File: src/rtl/nibble_serial_subtractor.sv
// ---------------------------------------------------------------------------
// nibble_serial_subtractor
//
// Multi-cycle subtractor D = A - B - Bin. One 4-bit slice is processed per
// clock, least significant first. The borrow is held in a register between
// slices. There is a valid/ready handshake on both input and output, and only
// one operation is in flight at a time.
//
// Optional feature (macro NIBBLE_SUB_ADD_MODE_EN): adds an Op input. Op is
// latched with the operands. Op = 1 computes D = A + B + Bin, with Bout then
// reporting carry out and Ovf reporting signed add overflow.
//
// Parameters:
//   WIDTH      operand/result width, a multiple of 4 and at least 4
//
// Ports:
//   clk        rising-edge clock
//   rst_n      asynchronous active-low reset
//   in_valid   operands present
//   in_ready   block can accept operands (IDLE and not in reset)
//   A, B, Bin  minuend, subtrahend, borrow in
//   Op         (feature only) 1 = add, 0 = subtract
//   out_valid  result present (DONE state)
//   out_ready  consumer takes result
//   D          registered difference (or sum)
//   Bout       borrow out (unsigned A < B + Bin), or carry out in add mode
//   Ovf        signed overflow of the full-width result
//   Zero       D == 0, only asserted while out_valid is high
// ---------------------------------------------------------------------------
module nibble_serial_subtractor #(
  parameter int WIDTH = 16
) (
  input  logic             clk,
  input  logic             rst_n,
  input  logic             in_valid,
  output logic             in_ready,
  input  logic [WIDTH-1:0] A,
  input  logic [WIDTH-1:0] B,
  input  logic             Bin,
`ifdef NIBBLE_SUB_ADD_MODE_EN
  input  logic             Op,
`endif
  output logic             out_valid,
  input  logic             out_ready,
  output logic [WIDTH-1:0] D,
  output logic             Bout,
  output logic             Ovf,
  output logic             Zero
);

  localparam int NIBBLES = WIDTH / 4;
  localparam int IDX_W   = (NIBBLES > 1) ? $clog2(NIBBLES) : 1;
  localparam logic [IDX_W-1:0] LAST_IDX = IDX_W'(NIBBLES - 1);

  typedef enum logic [1:0] {IDLE, RUN, DONE} state_t;

  state_t           state;
  logic [WIDTH-1:0] a_p0;
  logic [WIDTH-1:0] b_p0;
  logic             borrow_p0;
  logic [IDX_W-1:0] idx_p0;
  logic             op_p0;
  logic [WIDTH-1:0] d_p1;
  logic             bout_p1;
  logic             ovf_p1;

  logic [3:0]       a_nib;
  logic [3:0]       b_nib;
  logic [5:0]       slice_res;

  // One slice. It returns {msb_ovf, carry/borrow out, 4-bit result}.
  // The 3-bit partial operation gives the carry/borrow into bit 3.
  // XOR with the carry/borrow out of bit 3 is the signed overflow. That value
  // is only used on the most significant slice.
  function automatic logic [5:0] slice_op(input logic [3:0] a,
                                          input logic [3:0] b,
                                          input logic       c,
                                          input logic       op);
    logic [3:0] lo;
    logic [4:0] full;
    if (op) begin
      lo   = {1'b0, a[2:0]} + {1'b0, b[2:0]} + {3'b000, c};
      full = {1'b0, a} + {1'b0, b} + {4'b0000, c};
    end else begin
      lo   = {1'b0, a[2:0]} - {1'b0, b[2:0]} - {3'b000, c};
      full = {1'b0, a} - {1'b0, b} - {4'b0000, c};
    end
    return {lo[3] ^ full[4], full};
  endfunction

  // Stage p0: latched operands, slice index and running borrow
  assign a_nib     = a_p0[{idx_p0, 2'b00} +: 4];
  assign b_nib     = b_p0[{idx_p0, 2'b00} +: 4];
  assign slice_res = slice_op(a_nib, b_nib, borrow_p0, op_p0);

`ifdef NIBBLE_SUB_ADD_MODE_EN
  always_ff @(posedge clk or negedge rst_n) begin
    if (!rst_n) begin
      op_p0 <= 1'b0;
    end else if (state == IDLE && in_valid) begin
      op_p0 <= Op;
    end
  end
`else
  assign op_p0 = 1'b0;
`endif

  always_ff @(posedge clk or negedge rst_n) begin
    if (!rst_n) begin
      state     <= IDLE;
      a_p0      <= '0;
      b_p0      <= '0;
      borrow_p0 <= 1'b0;
      idx_p0    <= '0;
      d_p1      <= '0;
      bout_p1   <= 1'b0;
      ovf_p1    <= 1'b0;
    end else begin
      case (state)
        IDLE: begin
          if (in_valid) begin
            a_p0      <= A;
            b_p0      <= B;
            borrow_p0 <= Bin;
            idx_p0    <= '0;
            state     <= RUN;
          end
        end
        // Stage p1: result nibbles and final flags
        RUN: begin
          d_p1[{idx_p0, 2'b00} +: 4] <= slice_res[3:0];
          borrow_p0 <= slice_res[4];
          idx_p0    <= idx_p0 + 1'b1;
          if (idx_p0 == LAST_IDX) begin
            bout_p1 <= slice_res[4];
            ovf_p1  <= slice_res[5];
            state   <= DONE;
          end
        end
        DONE: begin
          if (out_ready) begin
            state <= IDLE;
          end
        end
        default: state <= IDLE;
      endcase
    end
  end

  // in_ready is gated by rst_n so that it drops while reset is held.
  assign in_ready  = rst_n && (state == IDLE);
  assign out_valid = (state == DONE);
  assign D         = d_p1;
  assign Bout      = bout_p1;
  assign Ovf       = ovf_p1;
  // Gating with out_valid keeps Zero at 0 out of reset.
  assign Zero      = out_valid && (d_p1 == '0);

endmodule

File: config.mk
export PLATFORM = sky130hd
export DESIGN_NAME = nibble_serial_subtractor
export DESIGN_NICKNAME = d
export VERILOG_FILES = /design/src/rtl/nibble_serial_subtractor.sv
export SDC_FILE = /design/constraint.sdc
export NUM_CORES = 1
export LEC_CHECK = 0
export ABC_AREA = 1
export CAP_MARGIN = 20
export CORE_ASPECT_RATIO = 1.2
export CORE_MARGIN = 2
export CORE_UTILIZATION = 51
export CTS_CLUSTER_DIAMETER = 100
export DETAILED_ROUTE_END_ITERATION = 6
export PLACE_DENSITY_LB_ADDON = 0.15
export SKIP_CTS_REPAIR_TIMING = 1
export SLEW_MARGIN = 15
export SYNTH_ARGS = -nofsm -noshare
export SYNTH_HDL_FRONTEND = slang
export SYNTH_SLANG_ARGS = --single-unit
File: constraint.sdc
create_clock -name clk -period 2.85 [get_ports clk]
set_clock_uncertainty 0.05 [all_clocks]
set_input_delay 0.285 -clock clk [delete_from_list [all_inputs] [get_ports clk]]
set_output_delay 0.285 -clock clk [all_outputs]
set_load 0.02 [all_outputs]
# ---- Yosys cells after proc, flatten, opt, wreduce, memory -nomap -nowiden
# Index checks and enable logic that the tools add are counted.
# W data, S select, Z words.
dict set report totals {
  register_bits 55
  input_bits 37
  out_inout_bits 21
  word_cells 43
}
dict set report classes {
  addsub 6
  n_eq_ne 6
  n_shift 4
  n_mux 9
  n_bitwise 1
  reduce_logical 9
}
# cell n
set op_table {}
lappend op_table {{$shiftx A16 B5 Y4} 2}
lappend op_table {{$bwmux W16} 1}
lappend op_table {{$logic_not A16 Y1} 1}
lappend op_table {{$shift A4 B6 Y16 const A} 1}
lappend op_table {{$shiftx A4 B6 Y16} 1}
lappend op_table {{$mux W2} 4}
lappend op_table {{$neg A4 Y6} 1}
lappend op_table {{$pmux W2 S3} 1}
lappend op_table {{$reduce_and A2 Y1} 3}
lappend op_table {{$sub A4 B4 Y5} 1}
lappend op_table {{$sub A5 B1 Y5} 1}
lappend op_table {{$eq A2 B2 Y1 const B} 2}
lappend op_table {{$ne A2 B2 Y1 const B} 2}
lappend op_table {{$pmux W2 S2} 1}
lappend op_table {{$sub A3 B3 Y4} 1}
lappend op_table {{$sub A4 B1 Y4} 1}
lappend op_table {{$reduce_and A3 Y1} 1}
lappend op_table {{$add A2 B1 Y2 const B} 1}
lappend op_table {{$eq A2 B1 Y1 const B} 1}
lappend op_table {{$logic_and A1 B1 Y1} 2}
lappend op_table {{$logic_not A2 Y1} 1}
lappend op_table {{$ne A2 B1 Y1 const B} 1}
lappend op_table {{$pmux W1 S2} 1}
lappend op_table {{$reduce_bool A2 Y1} 1}
lappend op_table {{2 further kinds} 2}

# ---- Depth between registers and ports, before layout
# Gate-level depths: netlist of run 1.
dict set report depth {
  word_depth 5
  mapped_depth 18
  depth_no_buf 16
}

# ---- Least setup slack after synthesis of run 1
# Ideal clock, no wire load.
dict set report synth_timing {
  path_type {reg2reg}
  from {register idx_p0[0]}
  to {register ovf_p1, in the netlist Ovf}
  setup_time_ns 0.116
  arrival_time_ns 2.258
  setup_slack_ns 0.426
  stages_incl_launch_ff 19
  period_less_slack_ns 2.424
  cell_sequence {dfrtp_1 > inv_2 > buf_6 > buf_2 > nor2_1 > o22ai_1 > fa_1 > inv_1 > fa_1 > nand2_1 > nand2_1 > nand2_1 > nand2_1 > nand2_1 > nand2_1 > nand2_1 > a21oi_1 > nand2_1 > nand2_1}
}
dict set report synth_via {
  elab_chain_len 4
}
# item line
set synth_rtl {}
lappend synth_rtl {{start, declared} 61} ;# logic [IDX_W-1:0] idx_p0;
lappend synth_rtl {{start signal, assigned} 133} ;# idx_p0 <= idx_p0 + 1'b1;
lappend synth_rtl {{$shiftx A16 B5 Y4 (on tied branches)} {92, 93}}
lappend synth_rtl {{$sub A4 B4 Y5 / $sub A3 B3 Y4 (equally long branches)} {86, 85}}
lappend synth_rtl {{$sub A5 B1 Y5 / $sub A4 B1 Y4 (equally long branches)} {86, 85}}
lappend synth_rtl {{$xor A1 B1 Y1} 88} ;# return {lo[3] ^ full[4], full};
lappend synth_rtl {{end signal, assigned} 136} ;# ovf_p1 <= slice_res[5];
lappend synth_rtl {{end, declared} 65} ;# logic ovf_p1;
# Several ways; a longest one is shown, not always the timed one.
# A chain may end at the register's enable or synchronous reset.

# ---- Final worst setup path of run 1
dict set report layout_timing {
  from {register idx_p0[1]}
  to {register ovf_p1, in the netlist Ovf}
}
# The elaborated chain is that of the path after synthesis.

==> results of run 1 <==
per-stage QoR:
step	util	cells	hold slack [ps]
2_1_floorplan	-	339	-60.59
3_3_place_gp	0.6463	454	416.3
3_5_place_dp	0.6463	454	416.5
4_1_cts	0.6631	461	139.6
5_1_grt	0.6631	461	162.6
6_report	0.6631	461	92.41
metal layers:
metal / vias to the layer above / global-route usage / routed length [um]
li1: 1189 / - / -
met1: 1074 / 0.2692 / 2509
met2: 61 / 0.3806 / 3205
met3: 14 / 0.03361 / 203
met4: 0 / 0.08233 / 152
met5: - / 0 / 0
final timing paths:
check                      startpoint        to  slack [ps]  depth (start not counted)
min                             rst_n      D[8]          90                          2
min reg2reg                   a_p0[0]   a_p0[0]         430                          2
max in group asynchronous       rst_n  a_p0[12]        2190                          2
max                         idx_p0[1]       Ovf         240                         16
min in group clk              a_p0[0]   a_p0[0]         430                          2
max reg2reg                 idx_p0[1]       Ovf         240                         16
kinds of logic (layout without fill, tap and decap cells):
family / after synthesis / in the layout / synth area share
buffers and inverters: 48 / 108 / 0.07172
AO/OA/AOI/OAI: 40 / 40 / 0.08680
adder cells (fa/ha/maj): 12 / 12 / 0.06030
AND/OR/NAND/NOR: 183 / 183 / 0.2755
flip-flops: 55 / 55 / 0.5025
XOR/XNOR: 1 / 1 / 0.003198
area by class of cell:
class,count,area (sq um),area share
sequential,55,1376,0.3973
tap,62,77.57,0.02239
timing repair buffer,64,618.1,0.1784
clock buffer,6,82.58,0.02384
multi-input combinational,236,1166,0.3366
clock inverter,1,5.005,0.001445
inverter,37,138.9,0.04009
flip-flops by register name, summed over array words and instances (netlist names):
| name | flops |
|---|---|
| Bout | 1 |
| D | 16 |
| Ovf | 1 |
| a_p0 | 16 |
| b_p0 | 16 |
| borrow_p0 | 1 |
| idx_p0 | 2 |
| state | 2 |
power by group through the flow:
stage          clock network, W  logic [W]  registers [W]
3_5_place_dp                  0    0.00258        0.00135
3_3_place_gp                  0    0.00249        0.00134
5_1_grt                0.000470    0.00295        0.00138
2_1_floorplan                 0    0.00176        0.00138
4_1_cts                0.000440    0.00261        0.00134
6_report               0.000431    0.00263        0.00133
placed cells by master (no fill, tap or decap), types with 5 or more instances in the layout:
cell             instances
a21oi_1                  5
buf_4                    7
clkbuf_8                 6
clkdlybuf4s50_1         56
dfrtp_1                 55
ha_1                    10
inv_1                   34
nand2_1                144
nand3_1                 10
nor2_1                  16
o21ai_0                 15
o22ai_1                 10
==> metrics.md, run 1 <==
| Metric | Value |
|---|---|
| Share of the synthesized area in the top cell type | 0.5025 |
| Antenna cells | 0 |
| Net switching power figure | 0.002109 W |
| Port buffer count | 57 |
| Power density cells | 1269 mW/mm^2 |
| Fmax | 383.6 MHz |
| Total power | 0.004397 W |
| Wire per inst | 13.16 um |
| Synthesized area | 0.002739 sq mm |
| Post-synthesis async set-or-reset flop share | 1.000 |
| Core Footprint | 0.005225 sq mm |
| Critical Path Source Type | flop |
| Post-DP HPWL | 4628 um |
| Slew @ Worst Pin | 681.8 ps |
| Critical Path RT | 3050 ps |
| Clock power share | 0.098 |
| RSZ-0062 raised after global routing | false |
| Maximum vdd drop | 0.5682 mV |
| Post-synthesis sequential area ratio | 0.5025 |
| Post-DP Area | 0.003377 sq mm |
| Initial antenna violation count | 0 |
| Yosys warns | 0 |
| Total track usage | 0.2175 |
| First-pass DRT Iterations | 4 |
| CP Class | reg -> reg |
| Setup WS post-layout | 242.8 ps |
| Placement Setup Slack | 285.7 ps |
| Most common cell in the netlist | nand2_1 |
| CTS buffer count | 5 |
| Clock slew at reported path FFs | 100 ps |
| Remaining DRCs | 0 |
| Worst path slowest cell | dfrtp_1 |
| Bufs and invs on worst path | 2 |
| Drt initial violations | 121 |
| Routed Antenna Nets | 0 |
| Synth Flop Type | dfrtp_1 |
| Via count | 2338 |
| Seq cells post-synth | 55 |
| Gate power share | 0.598 |
| CP top delay family | adder cells |
| Slew margin rel. | 0.5455 |
| Crit path arrival time | 2810 ps |
| Vias in the first global route | 2260 |
| Netlist cell types | 29 |
| DR vias/cell | 5.072 |
| Placer congestion estimate | 0.8672 |
| Overflow left after global routing | 0 |
| Setup violators final | 0 |
| Cell internal pwr | 0.002287 W |
| Status | complete, no violations |
| H-tree levels | 2 |
| Worst Hold Class | in -> async |
| Post-Route WL | 6069 um |
| Fillers | 472 |
| Nets | 448 |
| DIE HEIGHT | 84.28 um |
| First-pass GRT wire length | 10380 um |
| Final Hold Vio Count | 0 |
| Num Clock Sinks | 55 |
| CTS max path bufs | 2 |
| Register share of total power | 0.304 |
| Setup crit end kind | flop |
| Largest net degree at the start of global routing | 56 |
| Max Cap Viol | 0 |
| Area delta synth->final | 26.50% |
| Die area | 0.005975 sq mm |
| Initial Utilization | 0.5242 |
| Final period utilization | 0.9148 |
| Clk_lat worst skew | 310 ps |
| Site Rows | 29 |
| Syn nets | 388 |
| Cell taking the most area after synthesis | dfrtp_1 |
| Area contributors post-synth | dfrtp_1 (50%), nand2_1 (20%), inv_1 (4.8%), ha_1 (4.6%), o21ai_0 (2.7%) |
| Mean Syn Cell Area | 8.079 sq um |
| CP most frequent cell | nand2_1 |
| Number of flops mapped to enable cells by yosys | 0 |
| Ports | 58 |
| LEAKAGE | 1.756 nW |
| CTS root buffer | clkbuf_8 |
| Post-layout min period | 2607 ps |
| Final instance area | 0.003465 sq mm |
| Setup TNS | 0 ps |
| Die Width | 70.90 um |
| Share of layout cells above drive strength 1 | 0.06015 |
| Count of pins over their slew limit | 0 |
| CTS tree | built |
| CP peak stage delay | 480 ps |
| Crit path max fanout | 9 |
| Cells along the critical path | inv_2, a21oi_1, a32o_1, fa_1, inv_1, fa_1, nand2_1, nand2_1, nand2_1, nand2_1, nand2_1, nand2_1, nand2_1, a21oi_1, nand2_1, nand2_1 |
| Cells after Synth | 339 |
| Most frequent cells after synthesis | nand2_1 (144), dfrtp_1 (55), inv_1 (35) |
| Switching Fraction | 0.4798 |
Note: power is estimated with default switching activity, not from simulation.
==> run 2, diff against run 1 <==
Settings changed: CORE_ASPECT_RATIO 1.2 to unset.
==> run 2 against run 1 <==
Critical path depth down 1. Total power up 3.6%. Routed wire length down 1.4%. Maximum frequency up 0.84%. Setup slack better by 22 ps. Critical path type unchanged.
==> metrics.md, run 2 (synthesis gave the netlist of run 1 again) <==
| Metric | Value |
|---|---|
| H-tree levels | 2 (unchanged) |
| Worst Hold Class | in -> async |
| CP peak stage delay | 460 ps (-20 ps) |
| Share of layout cells above drive strength 1 | 0.06716 (+0.007014) |
| Fmax | 386.8 MHz (+0.84%) |
| Setup violators final | 0 (unchanged) |
| Via count | 2389 (+2.2%) |
| Nets | 450 (+0.45%) |
| Maximum vdd drop | 0.6668 mV (+17%) |
| Core Footprint | 0.005140 sq mm (-1.6%) |
| Status | complete, no violations |
| Clock slew at reported path FFs | 100 ps (about the same) |
| R2R Setup Slk | 260 ps (+20 ps) |
| Most frequent cells in the layout | nand2_1 (144), clkdlybuf4s50_1 (56), dfrtp_1 (54) |
| Vias in the first global route | 2398 (+6.1%) |
| Die area | 0.005972 sq mm (about the same) |
| Initial Utilization | 0.5329 (+0.008677) |
| CP most frequent cell | nand2_1 |
| Total track usage | 0.2203 (+0.002841) |
| Area delta synth->final | 29.24% |
| Uppermost layer routed | met4 |
| Remaining DRCs | 0 (unchanged) |
| Crit path max fanout | 11 (+2) |
| Post-DP HPWL | 4433 um (-4.2%) |
| Post-Route WL | 5986 um (-1.4%) |
| Port buffer count | 57 (unchanged) |
| Largest net degree at the start of global routing | 56 (unchanged) |
| Initial antenna violation count | 0 (unchanged) |
| Cells along the critical path | clkinvlp_4, a32o_1, fa_1, inv_1, fa_1, nand2_1, nand2_1, nand2_1, nand2_1, nand2_1, nand2_1, nand2_1, a21oi_1, nand2_1, nand2_1 |
| Final period utilization | 0.9072 (-0.007652) |
| CTS tree | built |
| Setup crit end kind | flop |
| CTS root buffer | clkbuf_8 |
| First-pass DRT Iterations | 4 (unchanged) |
| Ports | 58 (unchanged) |
| Power density cells | 1286 mW/mm^2 (+1.4%) |
| LEAKAGE | 1.779 nW (+1.3%) |
| Site Rows | 26 (-10%) |
| Slew margin rel. | 0.4860 (-0.05947) |
| CTS max path bufs | 2 (unchanged) |
| Worst path slowest cell | dfrtp_2 |
| Crit path arrival time | 2790 ps (-20 ps) |
| Met1 WL | 2736 um (+9.0%) |
| Num Clock Sinks | 55 (unchanged) |
| Wire per inst | 12.68 um (-3.7%) |
| Most common cell after layout, fill and taps aside | nand2_1 |
| Overflow left after global routing | 0 (unchanged) |
| Final Hold Vio Count | 0 (unchanged) |
| Clk_lat worst skew | 310 ps (about the same) |
| Total power | 0.004553 W (+3.6%) |
| Max Cap Viol | 0 (unchanged) |
| Die Width | 77.28 um (+9.0%) |
| DIE HEIGHT | 77.28 um (-8.3%) |
| DR vias/cell | 5.061 (-0.20%) |
| Antenna cells | 0 (unchanged) |
| CP Class | reg -> reg |
| Critical Path Source Type | flop |
| Bufs and invs on worst path | 2 (unchanged) |
| Slew @ Worst Pin | 770.1 ps (+88.35 ps) |
| Met3 WL post-DR | 280 um (+38%) |
| DR WL met2 | 2864 um (-11%) |
| Drt initial violations | 131 (+8.3%) |
| Hold_ws | 73.83 ps (-18.59 ps) |
| Count of pins over their slew limit | 0 (unchanged) |
| Placer congestion estimate | 0.8508 (-1.9%) |
| Routed Antenna Nets | 0 (unchanged) |
| CP top delay family | adder cells |
| CTS buffer count | 5 (unchanged) |
| Post-layout min period | 2585 ps (-21.81 ps) |
| Critical Path RT | 3060 ps (about the same) |
| First-pass GRT wire length | 10610 um (+2.2%) |
-- run 2: cell type report --
cell class / count / area, sq um
Tap cell: 70 / 87.58
Timing Repair Buffer: 66 / 633.1
Clock inverter: 2 / 60.06
Inverter: 37 / 142.6
Clock buffer: 6 / 72.57
Fill cell: 458 / 1600
Multi-Input combinational cell: 236 / 1166
Sequential cell: 55 / 1378
-- run 2: power by group --
group          internal [W]  leakage [nW]  total [W]  switching [W]
registers           0.00111         0.702    0.00133       0.000221
clock network      0.000351        0.0654   0.000605       0.000254
logic              0.000999          1.01    0.00261        0.00162
-- run 2: per-stage QoR --
step | area [sq um] | setup slack (ps) | cells | util | setup TNS, ps
2_1_floorplan | 2739 | 425.5 | 339 | - | 0
5_1_grt | 3540 | -3.737 | 472 | 0.6887 | -3.737
3_5_place_dp | 3387 | 277.5 | 462 | 0.6590 | 0
6_report | 3540 | 264.6 | 472 | 0.6887 | 0
3_3_place_gp | 3387 | 377.5 | 462 | 0.6590 | 0
4_1_cts | 3520 | 219.2 | 470 | 0.6848 | 0
-- run 2: per-layer routing --
metal | vias to the layer above | GRT usage
li1 | 1194 | -
met1 | 1119 | 0.2909
met5 | - | 0
met4 | 0 | 0.07500
met3 | 9 | 0.04000
met2 | 67 | 0.3670
-- run 2: final timing paths --
| check | from | to | depth (start not counted) |
|---|---|---|---|
| max | idx_p0[1] | Ovf | 15 |
| min | rst_n | D[5] | 2 |
| min reg2reg | a_p0[6] | a_p0[6] | 2 |
| max in group asynchronous | rst_n | idx_p0[1] | 2 |
| min in group clk | a_p0[6] | a_p0[6] | 2 |
| max reg2reg | idx_p0[1] | Ovf | 15 |
